$ cat config.mk
export PLATFORM = sky130hd
export DESIGN_NAME = mem_request_queue_flat
export DESIGN_NICKNAME = d
export VERILOG_FILES = /design/src/rtl/mem_request_queue_pkg.sv /design/src/rtl/mem_request_queue_if.sv /design/src/rtl/mem_request_queue_circ_buffer.sv /design/src/rtl/mem_request_queue.sv /design/src/flat_wrapper.sv
export SDC_FILE = /design/constraint.sdc
export NUM_CORES = 1
export LEC_CHECK = 0
export ABC_CLOCK_PERIOD_IN_PS = 10300
export CAP_MARGIN = 10
export CORE_ASPECT_RATIO = 1.1
export CORE_MARGIN = 8
export CORE_UTILIZATION = 34
export CTS_CLUSTER_DIAMETER = 200
export DETAILED_ROUTE_END_ITERATION = 12
export RECOVER_POWER = 25
export SYNTH_ARGS = -nofsm -noshare
export SYNTH_HDL_FRONTEND = slang
export SYNTH_SLANG_ARGS = --single-unit
export TNS_END_PERCENT = 5
$ cat constraint.sdc
create_clock -name clk -period 10.3 [get_ports clk]
set_input_delay 2.06 -clock clk [delete_from_list [all_inputs] [get_ports clk]]
set_output_delay 2.06 -clock clk [all_outputs]
set_load 0.01 [all_outputs]
$ cat src/rtl/mem_request_queue_pkg.sv
// Shared types and constants for the memory request queue slice.
package mem_request_queue_pkg;

  localparam int unsigned ADDRESS_WIDTH = 32;
  localparam int unsigned QUEUE_DEPTH   = 16;

  typedef logic [31:0] int_t;

  typedef enum logic [1:0] {
    NOP   = 2'd0,
    READ  = 2'd1,
    WRITE = 2'd2
  } parsed_op_t;

  typedef struct packed {
    parsed_op_t               opcode;
    logic [ADDRESS_WIDTH-1:0] address;
    int_t                     time_cpu;
    logic                     op_ready_s;
  } parser_out_struct_t;

  typedef struct packed {
    parsed_op_t               opcode;
    logic [ADDRESS_WIDTH-1:0] address;
    int_t                     time_cpu;
    int_t                     time_enq;
  } queue_entry_t;

endpackage

$ cat src/rtl/mem_request_queue_if.sv
// Parser/scheduler-facing bundle of the request queue.
interface mem_request_queue_if
  import mem_request_queue_pkg::*;
#(
  parameter int unsigned QUEUE_DEPTH = mem_request_queue_pkg::QUEUE_DEPTH,
  parameter int unsigned TIME_WIDTH  = 32
);
  parser_out_struct_t            in;
  logic [TIME_WIDTH-1:0]         queue_time;
  logic                          queue_full;
  logic                          pending_request;
  logic                          head_valid;
  queue_entry_t                  head;
  logic                          head_pop;
  logic [$clog2(QUEUE_DEPTH):0]  occupancy;

  // Parser and scheduler side
  modport master (
    output in, head_pop,
    input  queue_time, queue_full, pending_request, head_valid, head, occupancy
  );

  // Queue side
  modport slave (
    input  in, head_pop,
    output queue_time, queue_full, pending_request, head_valid, head, occupancy
  );
endinterface

$ cat src/rtl/mem_request_queue_circ_buffer.sv
// Generic circular buffer: storage, read/write pointers and occupancy.
// Caller guarantees push only when not full (or with a simultaneous pop)
// and pop only when not empty.
module circ_buffer #(
  parameter int unsigned DEPTH   = 16,
  parameter type         entry_t = logic
) (
  input  logic                     clk,
  input  logic                     rst_n,
  input  logic                     push,
  input  logic                     pop,
  input  entry_t                   wr_data,
  output entry_t                   rd_data,
  output logic [$clog2(DEPTH):0]   occupancy,
  output logic                     full,
  output logic                     empty
);
  localparam int unsigned PTR_W = $clog2(DEPTH);
  localparam logic [PTR_W:0] OCC_MAX = (PTR_W+1)'(DEPTH);

  logic [PTR_W-1:0] wr_ptr;
  logic [PTR_W-1:0] rd_ptr;
  entry_t           mem [DEPTH];

  // Pointer and occupancy bookkeeping
  always_ff @(posedge clk or negedge rst_n) begin
    if (!rst_n) begin
      wr_ptr    <= '0;
      rd_ptr    <= '0;
      occupancy <= '0;
    end else begin
      if (push) wr_ptr <= wr_ptr + 1'b1;
      if (pop)  rd_ptr <= rd_ptr + 1'b1;
      if (push && !pop)      occupancy <= occupancy + 1'b1;
      else if (pop && !push) occupancy <= occupancy - 1'b1;
    end
  end

  // Entry storage, deliberately not reset
  always_ff @(posedge clk) begin
    if (push) mem[wr_ptr] <= wr_data;
  end

  // Occupancy sanity check
  always_ff @(posedge clk) begin
    if (rst_n) begin
      assert (occupancy <= OCC_MAX)
        else $fatal(1, "circ_buffer occupancy exceeds depth");
    end
  end

  assign rd_data = mem[rd_ptr];
  assign full    = (occupancy == OCC_MAX);
  assign empty   = (occupancy == '0);
endmodule

$ cat src/rtl/mem_request_queue.sv
// In-order request queue between trace parser and DRAM scheduler.
// Owns the simulation time base; accepts a request once its CPU time is reached.
module mem_request_queue
  import mem_request_queue_pkg::*;
#(
  parameter int unsigned QUEUE_DEPTH = mem_request_queue_pkg::QUEUE_DEPTH,
  parameter int unsigned TIME_WIDTH  = 32
) (
  input logic                clk,
  input logic                rst_n,
  mem_request_queue_if.slave bus
);
  logic                          valid_in;
  logic                          time_reached;
  logic                          pop_eff;
  logic                          push;
  logic                          full;
  logic                          empty;
  logic [TIME_WIDTH-1:0]         queue_time;
  logic [TIME_WIDTH-1:0]         req_time;
  logic [$clog2(QUEUE_DEPTH):0]  occupancy;
  queue_entry_t                  wr_entry;
  queue_entry_t                  rd_entry;

  // Accept rule and parser handshake
  always_comb begin
    req_time     = TIME_WIDTH'(bus.in.time_cpu);
    valid_in     = bus.in.op_ready_s && (bus.in.opcode != NOP);
    time_reached = (req_time <= queue_time);
    pop_eff      = bus.head_pop && !empty;
    // A full queue still accepts when the head retires on the same edge.
    push         = valid_in && time_reached && (!full || pop_eff);
    wr_entry     = '{opcode:   bus.in.opcode,
                     address:  bus.in.address,
                     time_cpu: bus.in.time_cpu,
                     time_enq: int_t'(queue_time)};
  end

  // Time base: advance one CPU clock, or skip ahead when idle and the next request is in the future
  always_ff @(posedge clk or negedge rst_n) begin
    if (!rst_n) begin
      queue_time <= '0;
    end else if (empty && valid_in && !time_reached) begin
      queue_time <= req_time;
    end else begin
      queue_time <= queue_time + 1'b1;
    end
  end

  circ_buffer #(
    .DEPTH   (QUEUE_DEPTH),
    .entry_t (queue_entry_t)
  ) u_buf (
    .clk       (clk),
    .rst_n     (rst_n),
    .push      (push),
    .pop       (pop_eff),
    .wr_data   (wr_entry),
    .rd_data   (rd_entry),
    .occupancy (occupancy),
    .full      (full),
    .empty     (empty)
  );

  assign bus.queue_time      = queue_time;
  assign bus.queue_full      = full;
  assign bus.pending_request = valid_in && !push;
  assign bus.head_valid      = !empty;
  assign bus.head            = rd_entry;
  assign bus.occupancy       = occupancy;
endmodule

$ cat src/flat_wrapper.sv
// flat-port wrapper written by rule: the top's interface ports become plain ports
module mem_request_queue_flat import mem_request_queue_pkg::*;
#(
  parameter int unsigned QUEUE_DEPTH = mem_request_queue_pkg::QUEUE_DEPTH,
  parameter int unsigned TIME_WIDTH  = 32
)
  (clk, rst_n, bus_in, bus_head_pop, bus_queue_time, bus_queue_full, bus_pending_request, bus_head_valid, bus_head, bus_occupancy);
  mem_request_queue_if #(.QUEUE_DEPTH(QUEUE_DEPTH), .TIME_WIDTH(TIME_WIDTH)) bus_i ();
  input logic clk;
  input logic rst_n;
  input wire logic [$bits(bus_i.in)-1:0] bus_in;
  input wire logic [$bits(bus_i.head_pop)-1:0] bus_head_pop;
  output wire logic [$bits(bus_i.queue_time)-1:0] bus_queue_time;
  output wire logic [$bits(bus_i.queue_full)-1:0] bus_queue_full;
  output wire logic [$bits(bus_i.pending_request)-1:0] bus_pending_request;
  output wire logic [$bits(bus_i.head_valid)-1:0] bus_head_valid;
  output wire logic [$bits(bus_i.head)-1:0] bus_head;
  output wire logic [$bits(bus_i.occupancy)-1:0] bus_occupancy;
  assign bus_i.in = bus_in;
  assign bus_i.head_pop = bus_head_pop;
  assign bus_queue_time = bus_i.queue_time;
  assign bus_queue_full = bus_i.queue_full;
  assign bus_pending_request = bus_i.pending_request;
  assign bus_head_valid = bus_i.head_valid;
  assign bus_head = bus_i.head;
  assign bus_occupancy = bus_i.occupancy;
  mem_request_queue #(.QUEUE_DEPTH(QUEUE_DEPTH), .TIME_WIDTH(TIME_WIDTH)) u_core (.clk(clk), .rst_n(rst_n), .bus(bus_i));
endmodule
Yosys cells after proc, flatten, opt, wreduce, memory -nomap -nowiden
Memory sizes are Yosys's and may differ from the RTL's.
Index checks and enable logic that the tools add are counted.
- RAM bits: 1568
- output and inout port bits: 138
- input port bits: 70
- flip-flop bits (word level): 45
- memories: 1
- word-level logic and storage cells: 35
- eq/ne operators: 1
- reduce and logical (&&, ||, !) cells: 18
- add/subtract/negate cells: 5
- multiplexer cells: 5
- $lt $le $gt $ge: 1
- memories (memory ; depth ; width ; read ports ; clocked after memory_dff ; write ports ; line ; text):
    u_core.u_buf.mem ; 16 ; 98 ; 1 ; 0 ; 1 ; mem_request_queue_circ_buffer.sv:23 ; entry_t mem [DEPTH];
- operator list (operator ; count):
    $add 32x1->32 const B ; 1
    $le 32x32->1 ; 1
    $mux 32 ; 1
    $mux 5 ; 2
    $logic_and 1x1->1 ; 9
    $add 4x1->4 const B ; 2
    $add 5x1->5 const B ; 1
    $eq 5x5->1 const B ; 1
    $logic_not 1->1 ; 5
    $logic_not 5->1 ; 1
    $sub 5x1->5 const B ; 1
    $reduce_bool 2->1 ; 2
    $mux 1 ; 2
    $logic_or 1x1->1 ; 1

Logic depth before layout (Yosys ltp)
Gate-level depths: netlist (run 1).
- depth in word-level cells: 9
- mapped depth: 17
- gate-level depth less buffers: 16

Modules after synthesis
From an unflattened synthesis (run 1), not the netlist that was laid out.
- cells, all modules: 2758
- area total of the unflattened synthesis: 62110.8 µm²
- modules (own cells, without submodules) (module ; cells an instance ; instances ; sequential area each (µm²) ; area an instance (µm²)):
    circ_buffer ; 2482 ; 1 ; 47410.5 ; 59269.3
    mem_request_queue ; 276 ; 1 ; 800.8 ; 2841.5

Least setup slack after synthesis (run 1)
OpenSTA, ideal clock, no wires.
- path kind: in2reg
- start point: input bus_in[16]
- end point: memory u_core.u_buf.mem[3][0] (netlist bit) (enable)
- required time: 9832 ps
- stages: 8
- path buffers: 0
- slack: 3528 ps
- arrival: 6304 ps
- library setup time: 468 ps
- cell sequence: ha_1 -> nand4_1 -> or4_4 -> nor3_4 -> o2bb2ai_2 -> o41ai_4 -> nor3_1 -> and2_1
- longest elaborated chain between the ends: 5
- ends and longest elaborated chain (element ; line ; text):
    start, declared ; flat_wrapper.sv:11 ; input wire logic [$bits(bus_i.in)-1:0] bus_in;
    $le 32x32->1 ; mem_request_queue.sv:29 ; time_reached = (req_time <= queue_time);
    $logic_and 1x1->1 (2 in a row) ; mem_request_queue.sv:32 ; push = valid_in && time_reached && (!full || pop_eff);
    $mux 1 ; mem_request_queue_circ_buffer.sv:41 ; if (push) mem[wr_ptr] <= wr_data;
    $mux 1 (not written as such) ; mem_request_queue_circ_buffer.sv:41 ;
    end, declared ; mem_request_queue_circ_buffer.sv:23 ;
No other way between the ends.

Worst setup path after layout (run 1)
- start point: input bus_in[13]
- end point: output bus_pending_request
- longest elaborated chain between the ends: 5
- ends and longest elaborated chain (element ; line ; text):
    $le 32x32->1 ; mem_request_queue.sv:29 ;
    $logic_and 1x1->1 (2 in a row) ; mem_request_queue.sv:32 ;
    $logic_not 1->1 ; mem_request_queue.sv:67 ; assign bus.pending_request = valid_in && !push;
    $logic_and 1x1->1 ; mem_request_queue.sv:67 ;
    end, declared ; flat_wrapper.sv:15 ; output wire logic [$bits(bus_i.pending_request)-1:0] bus_pending_request;
No other way between the ends.

==> report_table.html, run 1 <==
<table>
<tr><th>Metric</th><th>Value</th></tr>
<tr><th colspan="2">Final layout</th></tr>
<tr><td>Core Util, Final</td><td>0.3997</td></tr>
<tr><td>Signed area change from the synthesized netlist to the final layout</td><td>16.86%</td></tr>
<tr><td>Post-layout nets</td><td>2971</td></tr>
<tr><td>Post-route cell area</td><td>72590 um^2</td></tr>
<tr><td>Filler cells</td><td>15894</td></tr>
<tr><td>Most frequent cells in the layout</td><td>1568 x sky130_fd_sc_hd__edfxtp_1, 490 x sky130_fd_sc_hd__mux4_2, 188 x sky130_fd_sc_hd__clkdlybuf4s50_1</td></tr>
<tr><td>Most common cell after layout, fill and taps aside</td><td>sky130_fd_sc_hd__edfxtp_1</td></tr>
<tr><td>Final Instance Count excl. Fillers</td><td>5402</td></tr>
<tr><td>Share of cells above drive strength 1</td><td>0.2770</td></tr>
<tr><th colspan="2">Routing</th></tr>
<tr><td>DR WL/cell</td><td>27.68 um</td></tr>
<tr><td>DRC violations left</td><td>0</td></tr>
<tr><td>TritonRoute pass-1 iters</td><td>7</td></tr>
<tr><td>Final routed wirelength across all metal layers</td><td>149.5 mm</td></tr>
<tr><td>Starting DRT DRC Count</td><td>2373</td></tr>
<tr><td>Remaining antenna violation count</td><td>0</td></tr>
<tr><td>Number of vias per cell</td><td>5.105</td></tr>
<tr><td>Detailed-route via count</td><td>27577</td></tr>
<tr><th colspan="2">Setup path</th></tr>
<tr><td>Type of element capturing the critical path</td><td>output port</td></tr>
<tr><td>Kind of critical path</td><td>in2out</td></tr>
<tr><td>Data arrival time of the critical path</td><td>6.61 ns</td></tr>
<tr><td>First element of the critical path</td><td>bus_in[13]</td></tr>
<tr><td>Crit-path max FO</td><td>18</td></tr>
<tr><td>Critical Path Start Type</td><td>input pin</td></tr>
<tr><td>Reg-to-reg critical path startpoint</td><td>u_core.bus.queue_time[12]$_DFF_PN0_</td></tr>
<tr><td>Required time of the critical path</td><td>8.24 ns</td></tr>
<tr><th colspan="2">STA</th></tr>
<tr><td>Final setup violation count</td><td>0</td></tr>
<tr><td>Transition time of the tightest slew-check pin</td><td>3.464 ns</td></tr>
<tr><td>Worst slew slack as a fraction of its limit</td><td>-1.309</td></tr>
<tr><td>Final-layout worst hold slack</td><td>0.5390 ns</td></tr>
<tr><td>RSZ-0062 raised after global routing</td><td>false</td></tr>
<tr><td>Final number of hold-violating endpoints</td><td>0</td></tr>
<tr><td>Achievable clock frequency</td><td>115.4 MHz</td></tr>
<tr><td>Final Cycle Share</td><td>0.8415</td></tr>
<tr><td>Clock period minus worst slack</td><td>8.667 ns</td></tr>
<tr><td>Final count of pins violating max slew</td><td>46</td></tr>
<tr><td>Sum of negative setup slack</td><td>0 ns</td></tr>
<tr><td>Worst Setup Slack, final</td><td>1.633 ns</td></tr>
<tr><td>Worst clock skew on the final layout</td><td>0.04874 ns</td></tr>
<tr><th colspan="2">Power and ir drop</th></tr>
<tr><td>Static power due to leakage</td><td>22.66 nW</td></tr>
<tr><td>Sum of internal, switching and leakage power</td><td>20.26 mW</td></tr>
<tr><td>Power per Cell Area</td><td>279.0 nW/um^2</td></tr>
<tr><td>Worst supply voltage drop on vdd</td><td>0.2546 mV</td></tr>
<tr><th colspan="2">Placed design</th></tr>
<tr><td>Gp weighted congestion</td><td>0.7240</td></tr>
<tr><td>Placement Setup Slack</td><td>1.658 ns</td></tr>
<tr><td>Buffers on Ports</td><td>207</td></tr>
<tr><td>Detail Placement HPWL</td><td>84.37 mm</td></tr>
<tr><td>Count of placed standard cells including taps</td><td>5098</td></tr>
<tr><td>Post-placement cell area</td><td>67520 um^2</td></tr>
<tr><th colspan="2">Yosys</th></tr>
<tr><td>Cell type contributing the most total cell area after synthesis</td><td>sky130_fd_sc_hd__edfxtp_1</td></tr>
<tr><td>Cells taking the most area after synthesis</td><td>sky130_fd_sc_hd__edfxtp_1 76%, sky130_fd_sc_hd__mux4_2 18%, sky130_fd_sc_hd__dfrtp_1 1.8%</td></tr>
<tr><td>Unique cell type count in the Yosys netlist</td><td>41</td></tr>
<tr><td>Average cell area after synthesis</td><td>24.68 um^2</td></tr>
<tr><td>Summed instance area of the synthesized netlist</td><td>62120 um^2</td></tr>
<tr><td>Number of warnings reported in the yosys synthesis log</td><td>0</td></tr>
<tr><td>Count of state elements after synthesis</td><td>1613</td></tr>
<tr><td>Synthesized instance count</td><td>2517</td></tr>
<tr><td>Sequential-to-total area share from yosys stat</td><td>0.7762</td></tr>
<tr><td>Synthesized Nets</td><td>2630</td></tr>
<tr><td>Share of the synthesized area in the top cell type</td><td>0.7580</td></tr>
<tr><th colspan="2">Clock network</th></tr>
<tr><td>Number of H-tree levels</td><td>4</td></tr>
<tr><td>TritonCTS clock tree</td><td>built</td></tr>
<tr><td>Clock Root Buffer</td><td>sky130_fd_sc_hd__clkbuf_16</td></tr>
<tr><td>Post-CTS setup buffer count</td><td>0</td></tr>
<tr><td>Post-CTS Resized</td><td>0</td></tr>
<tr><td>Number of hold buffers added after cts</td><td>0</td></tr>
<tr><td>Source-to-sink clock delay at the later pin of the worst-skew pair</td><td>0.80 ns</td></tr>
<tr><td>Number of sinks handled by clock tree synthesis</td><td>1613</td></tr>
<tr><td>Total clock buffers created by CTS</td><td>165</td></tr>
<tr><td>Max clock buf depth</td><td>3</td></tr>
<tr><td>Clock slew seen by the registers of the worst setup and hold paths</td><td>0.06 ns</td></tr>
<tr><th colspan="2">GRT</th></tr>
<tr><td>Met2 Usage GRT</td><td>0.2567</td></tr>
<tr><td>Number of antenna violations at the first check in global routing</td><td>15</td></tr>
<tr><td>Met1 global-route usage</td><td>0.1965</td></tr>
<tr><td>Busiest grt layer</td><td>met2</td></tr>
<tr><td>Global routing usage on met3</td><td>0.03031</td></tr>
<tr><td>All-Layer GR Usage</td><td>0.1505</td></tr>
<tr><td>Largest net degree at the start of global routing</td><td>129</td></tr>
<tr><td>GRT Residual Overflow</td><td>0</td></tr>
<tr><td>First-pass GRT wire length</td><td>217.3 mm</td></tr>
<tr><td>Number of global-route vias before repair</td><td>29698</td></tr>
<tr><th colspan="2">Floorplanning</th></tr>
<tr><td>X dimension of the die</td><td>423.5 um</td></tr>
<tr><td>Number of rows in the core area</td><td>164</td></tr>
<tr><td>I/O Pins</td><td>208</td></tr>
<tr><td>Core area</td><td>181600 um^2</td></tr>
<tr><td>Initial core utilization</td><td>0.3420</td></tr>
<tr><td>Die extent in y</td><td>464.3 um</td></tr>
<tr><td>Die area</td><td>196600 um^2</td></tr>
<tr><th colspan="2">Outcome</th></tr>
<tr><td>Status</td><td>complete, but fails checks</td></tr>
<tr><td>Failing checks</td><td>max-capacitance violations, max-slew violations</td></tr>
<tr><th colspan="2">Job</th></tr>
<tr><td>Total of max-cap violations</td><td>1</td></tr>
<tr><th colspan="2">Worst hold path</th></tr>
<tr><td>Class of the tightest hold or removal check</td><td>reg2reg</td></tr>
<tr><td>Origin of the worst min-delay path</td><td>u_core.u_buf.occupancy[4]$_DFFE_PN0P_</td></tr>
</table>
==> cell type report <==
| class | instances | area, um^2 | area share |
|---|---|---|---|
| Clock inverter | 87 | 777.0 | 0.01070 |
| Tap cell | 2407 | 3012 | 0.04149 |
| Clock buffer | 215 | 4410 | 0.06076 |
| Antenna cell | 2 | 5.005 | 0.00006895 |
| Timing Repair Buffer | 290 | 2666 | 0.03673 |
| Multi-Input combinational cell | 751 | 13350 | 0.1840 |
| Inverter | 37 | 138.9 | 0.001913 |
| Sequential cell | 1613 | 48230 | 0.6644 |
==> routing by layer <==
metal | up-vias | part of all wire
li1 | 11552 | -
met1 | 15114 | 0.42
met2 | 714 | 0.50
met3 | 197 | 0.051
met4 | 0 | 0.026
met5 | - | 0
==> flip-flops by register name, summed over array words and instances (netlist names) <==
name                    cells
u_core.u_buf.rd_ptr         4
u_core.u_buf.mem         1568
u_core.u_buf.occupancy      5
u_core.bus.queue_time      32
u_core.u_buf.wr_ptr         4
==> path summary, 6_finish.rpt <==
check | endpoint | slack, ns | cells past startpoint
worst max-delay path | bus_pending_request | 1.63 | 11
worst min-delay path | u_core.u_buf.occupancy[4]$_DFFE_PN0P_ | 0.54 | 1
worst max register to register | u_core.u_buf.mem[9][34]$_DFFE_PP_ | 4.49 | 12
worst min register to register | u_core.u_buf.occupancy[4]$_DFFE_PN0P_ | 0.54 | 1
max in group asynchronous | u_core.u_buf.rd_ptr[2]$_DFFE_PN0P_ | 5.28 | 2
min in group asynchronous | u_core.bus.queue_time[9]$_DFF_PN0_ | 2.53 | 2
==> Yosys cell counts <==
master / count
sky130_fd_sc_hd__nand3_1: 12
sky130_fd_sc_hd__a221o_1: 1
sky130_fd_sc_hd__a211oi_1: 1
sky130_fd_sc_hd__nand4_1: 8
sky130_fd_sc_hd__o21ai_0: 8
sky130_fd_sc_hd__fa_1: 1
sky130_fd_sc_hd__or4_4: 1
sky130_fd_sc_hd__o21ai_4: 1
sky130_fd_sc_hd__xnor2_1: 35
sky130_fd_sc_hd__nand2b_1: 1
sky130_fd_sc_hd__a21oi_1: 17
sky130_fd_sc_hd__and4_1: 6
sky130_fd_sc_hd__nand2_1: 24
sky130_fd_sc_hd__xor2_1: 6
sky130_fd_sc_hd__buf_1: 27
sky130_fd_sc_hd__a21o_1: 5
sky130_fd_sc_hd__dfrtp_1: 45
sky130_fd_sc_hd__and3_1: 3
sky130_fd_sc_hd__clkbuf_1: 84
sky130_fd_sc_hd__o2bb2ai_2: 1
sky130_fd_sc_hd__and3b_1: 1
sky130_fd_sc_hd__nor4_4: 1
sky130_fd_sc_hd__buf_2: 1
sky130_fd_sc_hd__and2b_2: 1
sky130_fd_sc_hd__nor3_1: 8
sky130_fd_sc_hd__mux2_4: 29
sky130_fd_sc_hd__o41ai_4: 1
sky130_fd_sc_hd__nor2b_1: 3
sky130_fd_sc_hd__mux2_2: 5
sky130_fd_sc_hd__nor3_4: 1
sky130_fd_sc_hd__mux4_2: 490
sky130_fd_sc_hd__ha_1: 42
sky130_fd_sc_hd__nor2_1: 13
sky130_fd_sc_hd__o211ai_1: 1
sky130_fd_sc_hd__mux2i_1: 1
sky130_fd_sc_hd__and2_1: 7
sky130_fd_sc_hd__edfxtp_1: 1568
sky130_fd_sc_hd__buf_6: 4
sky130_fd_sc_hd__nor4_1: 4
sky130_fd_sc_hd__and3_2: 12
sky130_fd_sc_hd__inv_1: 37
==> cell families after synthesis <==
group / count (synthesis) / synth area share
compound gates: 36 / 0.003968
xor+xnor: 41 / 0.005781
fa+ha+maj: 43 / 0.008782
buf+inv: 153 / 0.009749
flops: 1613 / 0.7762
mux: 525 / 0.1857
simple gates: 106 / 0.009830
==> power breakdown <==
group / internal [mW] / leakage, nW / total [mW] / switching (mW)
sequential: 7.87 / 14.7 / 8.16 / 0.288
combinational: 3.11 / 5.40 / 6.35 / 3.24
clock: 3.24 / 2.53 / 5.75 / 2.50
total: 14.2 / 22.7 / 20.3 / 6.04
==> worst max-delay path: stages <==
cell                              delay, ns
sky130_fd_sc_hd__dlygate4sd3_1         0.52
sky130_fd_sc_hd__clkbuf_1              0.58
sky130_fd_sc_hd__ha_1                  0.22
sky130_fd_sc_hd__nand4_1               0.20
sky130_fd_sc_hd__or4_4                 0.64
sky130_fd_sc_hd__a21oi_1               0.26
sky130_fd_sc_hd__a211oi_1              0.20
sky130_fd_sc_hd__o41ai_4               0.60
sky130_fd_sc_hd__nor4_4                0.11
sky130_fd_sc_hd__nor2_1                0.54
sky130_fd_sc_hd__clkdlybuf4s50_1       0.66
Note: power is estimated with default switching activity, not from simulation.
==> run 2: changes to the inputs <==
ABC_CLOCK_PERIOD_IN_PS = 8000   (was 10300)
clock period = 8 ns   (was 10.3 ns; I/O delays follow)
==> run 2 against run 1 <==
Compared with the run above:
- the run still ends with max-capacitance violations, max-slew violations left
- largest power group unchanged
- sequential share of layout area shrank 0.30 points
- design area grew 0.45%
- combinational power grew 28%
- worst setup slack lost 0.99 ns
==> report_table.html, run 2 (same netlist as run 1, synthesis figures left out) <==
<table>
<tr><th>Metric</th><th>Value</th></tr>
<tr><th colspan="2">Outcome</th></tr>
<tr><td>Status</td><td>complete, but fails checks</td></tr>
<tr><td>Failing checks</td><td>max-capacitance violations, max-slew violations</td></tr>
<tr><th colspan="2">Setup path</th></tr>
<tr><td>Required time of the critical path</td><td>6.40 ns</td></tr>
<tr><td>Data arrival time of the critical path</td><td>5.76 ns</td></tr>
<tr><td>Bufs and invs on worst path</td><td>4</td></tr>
<tr><td>Logic depth of the worst path, buffers included</td><td>12</td></tr>
<tr><td>Type of element capturing the critical path</td><td>output port</td></tr>
<tr><td>CP top delay family</td><td>buffers and inverters</td></tr>
<tr><td>Critical Path Start Type</td><td>flip-flop</td></tr>
<tr><td>Crit-path cells</td><td>clkbuf_1 &gt; inv_1 &gt; ha_1 &gt; nand4_1 &gt; or4_4 &gt; a21oi_1 &gt; a211oi_1 &gt; o41ai_4 &gt; nor4_4 &gt; nor2_1 &gt; buf_4 &gt; clkdlybuf4s50_1</td></tr>
<tr><td>Kind of critical path</td><td>reg2out</td></tr>
<tr><td>Crit-path max FO</td><td>20</td></tr>
<tr><td>Delay of the slowest cell on the worst path</td><td>0.74 ns</td></tr>
<tr><td>R2R depth</td><td>11</td></tr>
<tr><td>Critical Path Slowest Stage Cell</td><td>sky130_fd_sc_hd__clkbuf_1</td></tr>
<tr><th colspan="2">Clock network</th></tr>
<tr><td>Source-to-sink clock delay at the later pin of the worst-skew pair</td><td>0.79 ns</td></tr>
<tr><td>TritonCTS clock tree</td><td>built</td></tr>
<tr><td>Clock Root Buffer</td><td>sky130_fd_sc_hd__clkbuf_16</td></tr>
<tr><td>Number of hold buffers added after cts</td><td>0</td></tr>
<tr><td>Total clock buffers created by CTS</td><td>166</td></tr>
<tr><td>Post-CTS Resized</td><td>0</td></tr>
<tr><td>Clock slew seen by the registers of the worst setup and hold paths</td><td>0.06 ns</td></tr>
<tr><td>Post-CTS setup buffer count</td><td>0</td></tr>
<tr><td>Number of H-tree levels</td><td>4</td></tr>
<tr><td>Number of sinks handled by clock tree synthesis</td><td>1613</td></tr>
<tr><td>Max clock buf depth</td><td>3</td></tr>
<tr><th colspan="2">GRT</th></tr>
<tr><td>Number of antenna violations at the first check in global routing</td><td>16</td></tr>
<tr><td>GRT Residual Overflow</td><td>0</td></tr>
<tr><td>First-pass GRT wire length</td><td>218.7 mm</td></tr>
<tr><td>All-Layer GR Usage</td><td>0.1517</td></tr>
<tr><td>Largest net degree at the start of global routing</td><td>99</td></tr>
<tr><td>Number of global-route vias before repair</td><td>29635</td></tr>
<tr><th colspan="2">Power and ir drop</th></tr>
<tr><td>Sum of internal, switching and leakage power</td><td>25.97 mW</td></tr>
<tr><td>Static power due to leakage</td><td>22.75 nW</td></tr>
<tr><td>Power per Cell Area</td><td>356.2 nW/um^2</td></tr>
<tr><td>Worst supply voltage drop on vdd</td><td>0.2323 mV</td></tr>
<tr><th colspan="2">Floorplanning</th></tr>
<tr><td>X dimension of the die</td><td>423.5 um</td></tr>
<tr><td>Number of rows in the core area</td><td>164</td></tr>
<tr><td>Die extent in y</td><td>464.3 um</td></tr>
<tr><td>Core area</td><td>181600 um^2</td></tr>
<tr><td>Initial core utilization</td><td>0.3420</td></tr>
<tr><td>Die area</td><td>196600 um^2</td></tr>
<tr><td>I/O Pins</td><td>208</td></tr>
<tr><th colspan="2">Placed design</th></tr>
<tr><td>Placement Setup Slack</td><td>0.9001 ns</td></tr>
<tr><td>Buffers on Ports</td><td>207</td></tr>
<tr><td>Gp weighted congestion</td><td>0.7387</td></tr>
<tr><td>Detail Placement HPWL</td><td>84.85 mm</td></tr>
<tr><th colspan="2">STA</th></tr>
<tr><td>Worst clock skew on the final layout</td><td>0.03221 ns</td></tr>
<tr><td>Worst Setup Slack, final</td><td>0.6388 ns</td></tr>
<tr><td>Achievable clock frequency</td><td>135.8 MHz</td></tr>
<tr><td>Sum of negative setup slack</td><td>0 ns</td></tr>
<tr><td>Clock period minus worst slack</td><td>7.361 ns</td></tr>
<tr><td>Final setup violation count</td><td>0</td></tr>
<tr><td>Final count of pins violating max slew</td><td>46</td></tr>
<tr><td>Worst slew slack as a fraction of its limit</td><td>-1.462</td></tr>
<tr><td>Final Cycle Share</td><td>0.9201</td></tr>
<tr><td>Final number of hold-violating endpoints</td><td>0</td></tr>
<tr><td>Transition time of the tightest slew-check pin</td><td>3.693 ns</td></tr>
<tr><td>RSZ-0062 raised after global routing</td><td>false</td></tr>
<tr><th colspan="2">Worst hold path</th></tr>
<tr><td>Class of the tightest hold or removal check</td><td>reg2reg</td></tr>
<tr><td>Count of cells along the worst hold path</td><td>1</td></tr>
<tr><th colspan="2">Routing</th></tr>
<tr><td>TritonRoute pass-1 iters</td><td>7</td></tr>
<tr><td>Detailed-route via count</td><td>28072</td></tr>
<tr><td>Starting DRT DRC Count</td><td>2657</td></tr>
<tr><td>Final routed wirelength across all metal layers</td><td>151.3 mm</td></tr>
<tr><td>Remaining antenna violation count</td><td>0</td></tr>
<tr><td>DR WL/cell</td><td>27.92 um</td></tr>
<tr><td>DRC violations left</td><td>0</td></tr>
<tr><td>Number of vias per cell</td><td>5.178</td></tr>
<tr><th colspan="2">Final layout</th></tr>
<tr><td>Register with the most flip-flops</td><td>u_core.u_buf.mem</td></tr>
<tr><td>Signed area change from the synthesized netlist to the final layout</td><td>17.39%</td></tr>
<tr><td>Top flop regs</td><td>u_core.u_buf.mem x1568, u_core.bus.queue_time x32, u_core.u_buf.occupancy x5</td></tr>
<tr><td>Multi-input gate area in the final layout</td><td>13350 um^2</td></tr>
<tr><td>Register Area</td><td>48230 um^2</td></tr>
<tr><td>Most frequent cells in the layout</td><td>1568 x sky130_fd_sc_hd__edfxtp_1, 490 x sky130_fd_sc_hd__mux4_2, 187 x sky130_fd_sc_hd__clkdlybuf4s50_1</td></tr>
<tr><td>Filler cells</td><td>15824</td></tr>
<tr><td>Core Util, Final</td><td>0.4015</td></tr>
<tr><td>Share of cells above drive strength 1</td><td>0.2740</td></tr>
<tr><td>Max FFs per register</td><td>1568</td></tr>
<tr><td>Post-layout nets</td><td>2991</td></tr>
<tr><td>Most common cell after layout, fill and taps aside</td><td>sky130_fd_sc_hd__edfxtp_1</td></tr>
<tr><th colspan="2">Job</th></tr>
<tr><td>Total of max-cap violations</td><td>1</td></tr>
</table>
[run 2: layout make-up]
cell class	instances	area share
multi-input combinational	751	0.1831
sequential	1613	0.6614
timing repair buffer	309	0.04218
tap	2407	0.04130
antenna	3	0.0001030
clock buffer	229	0.06148
inverter	37	0.001905
clock inverter	72	0.008477
[run 2: path summary, 6_finish.rpt]
path / end / slack [ns] / start
worst max-delay path: bus_pending_request / 0.64 / u_core.bus.queue_time[15]$_DFF_PN0_
worst min register to register: u_core.u_buf.wr_ptr[3]$_DFFE_PN0P_ / 0.54 / u_core.u_buf.wr_ptr[3]$_DFFE_PN0P_
min in group asynchronous: u_core.bus.queue_time[11]$_DFF_PN0_ / 2.14 / rst_n
worst max register to register: u_core.u_buf.mem[11][72]$_DFFE_PP_ / 2.11 / u_core.bus.queue_time[15]$_DFF_PN0_
worst min-delay path: u_core.u_buf.wr_ptr[3]$_DFFE_PN0P_ / 0.54 / u_core.u_buf.wr_ptr[3]$_DFFE_PN0P_
max in group asynchronous: u_core.u_buf.rd_ptr[3]$_DFFE_PN0P_ / 3.16 / rst_n
[run 2: metal layers]
metal / up-vias / GRT usage / wire [um]
met4: 2 / 0.03623 / 3356
met1: 15533 / 0.2038 / 64770
met5: - / 0 / 10
met2: 733 / 0.2568 / 76100
li1: 11603 / - / -
met3: 201 / 0.02819 / 7103
[run 2: per-stage QoR]
stage	area, um^2	cells	hold slack, ns
finish	72910	5421	0.5441
global route	72910	5419	0.5726
CTS	73070	5418	0.5412
detailed placement	67960	5117	0.5268
global placement	67960	5117	0.5233
floorplan	62120	2517	0.4897
[run 2: power breakdown]
part	internal [mW]	total (mW)	leakage, nW	switching, mW
Sequential	10.1	10.6	14.7	0.432
Clock	4.10	7.28	2.48	3.18
Combinational	4.03	8.13	5.55	4.10
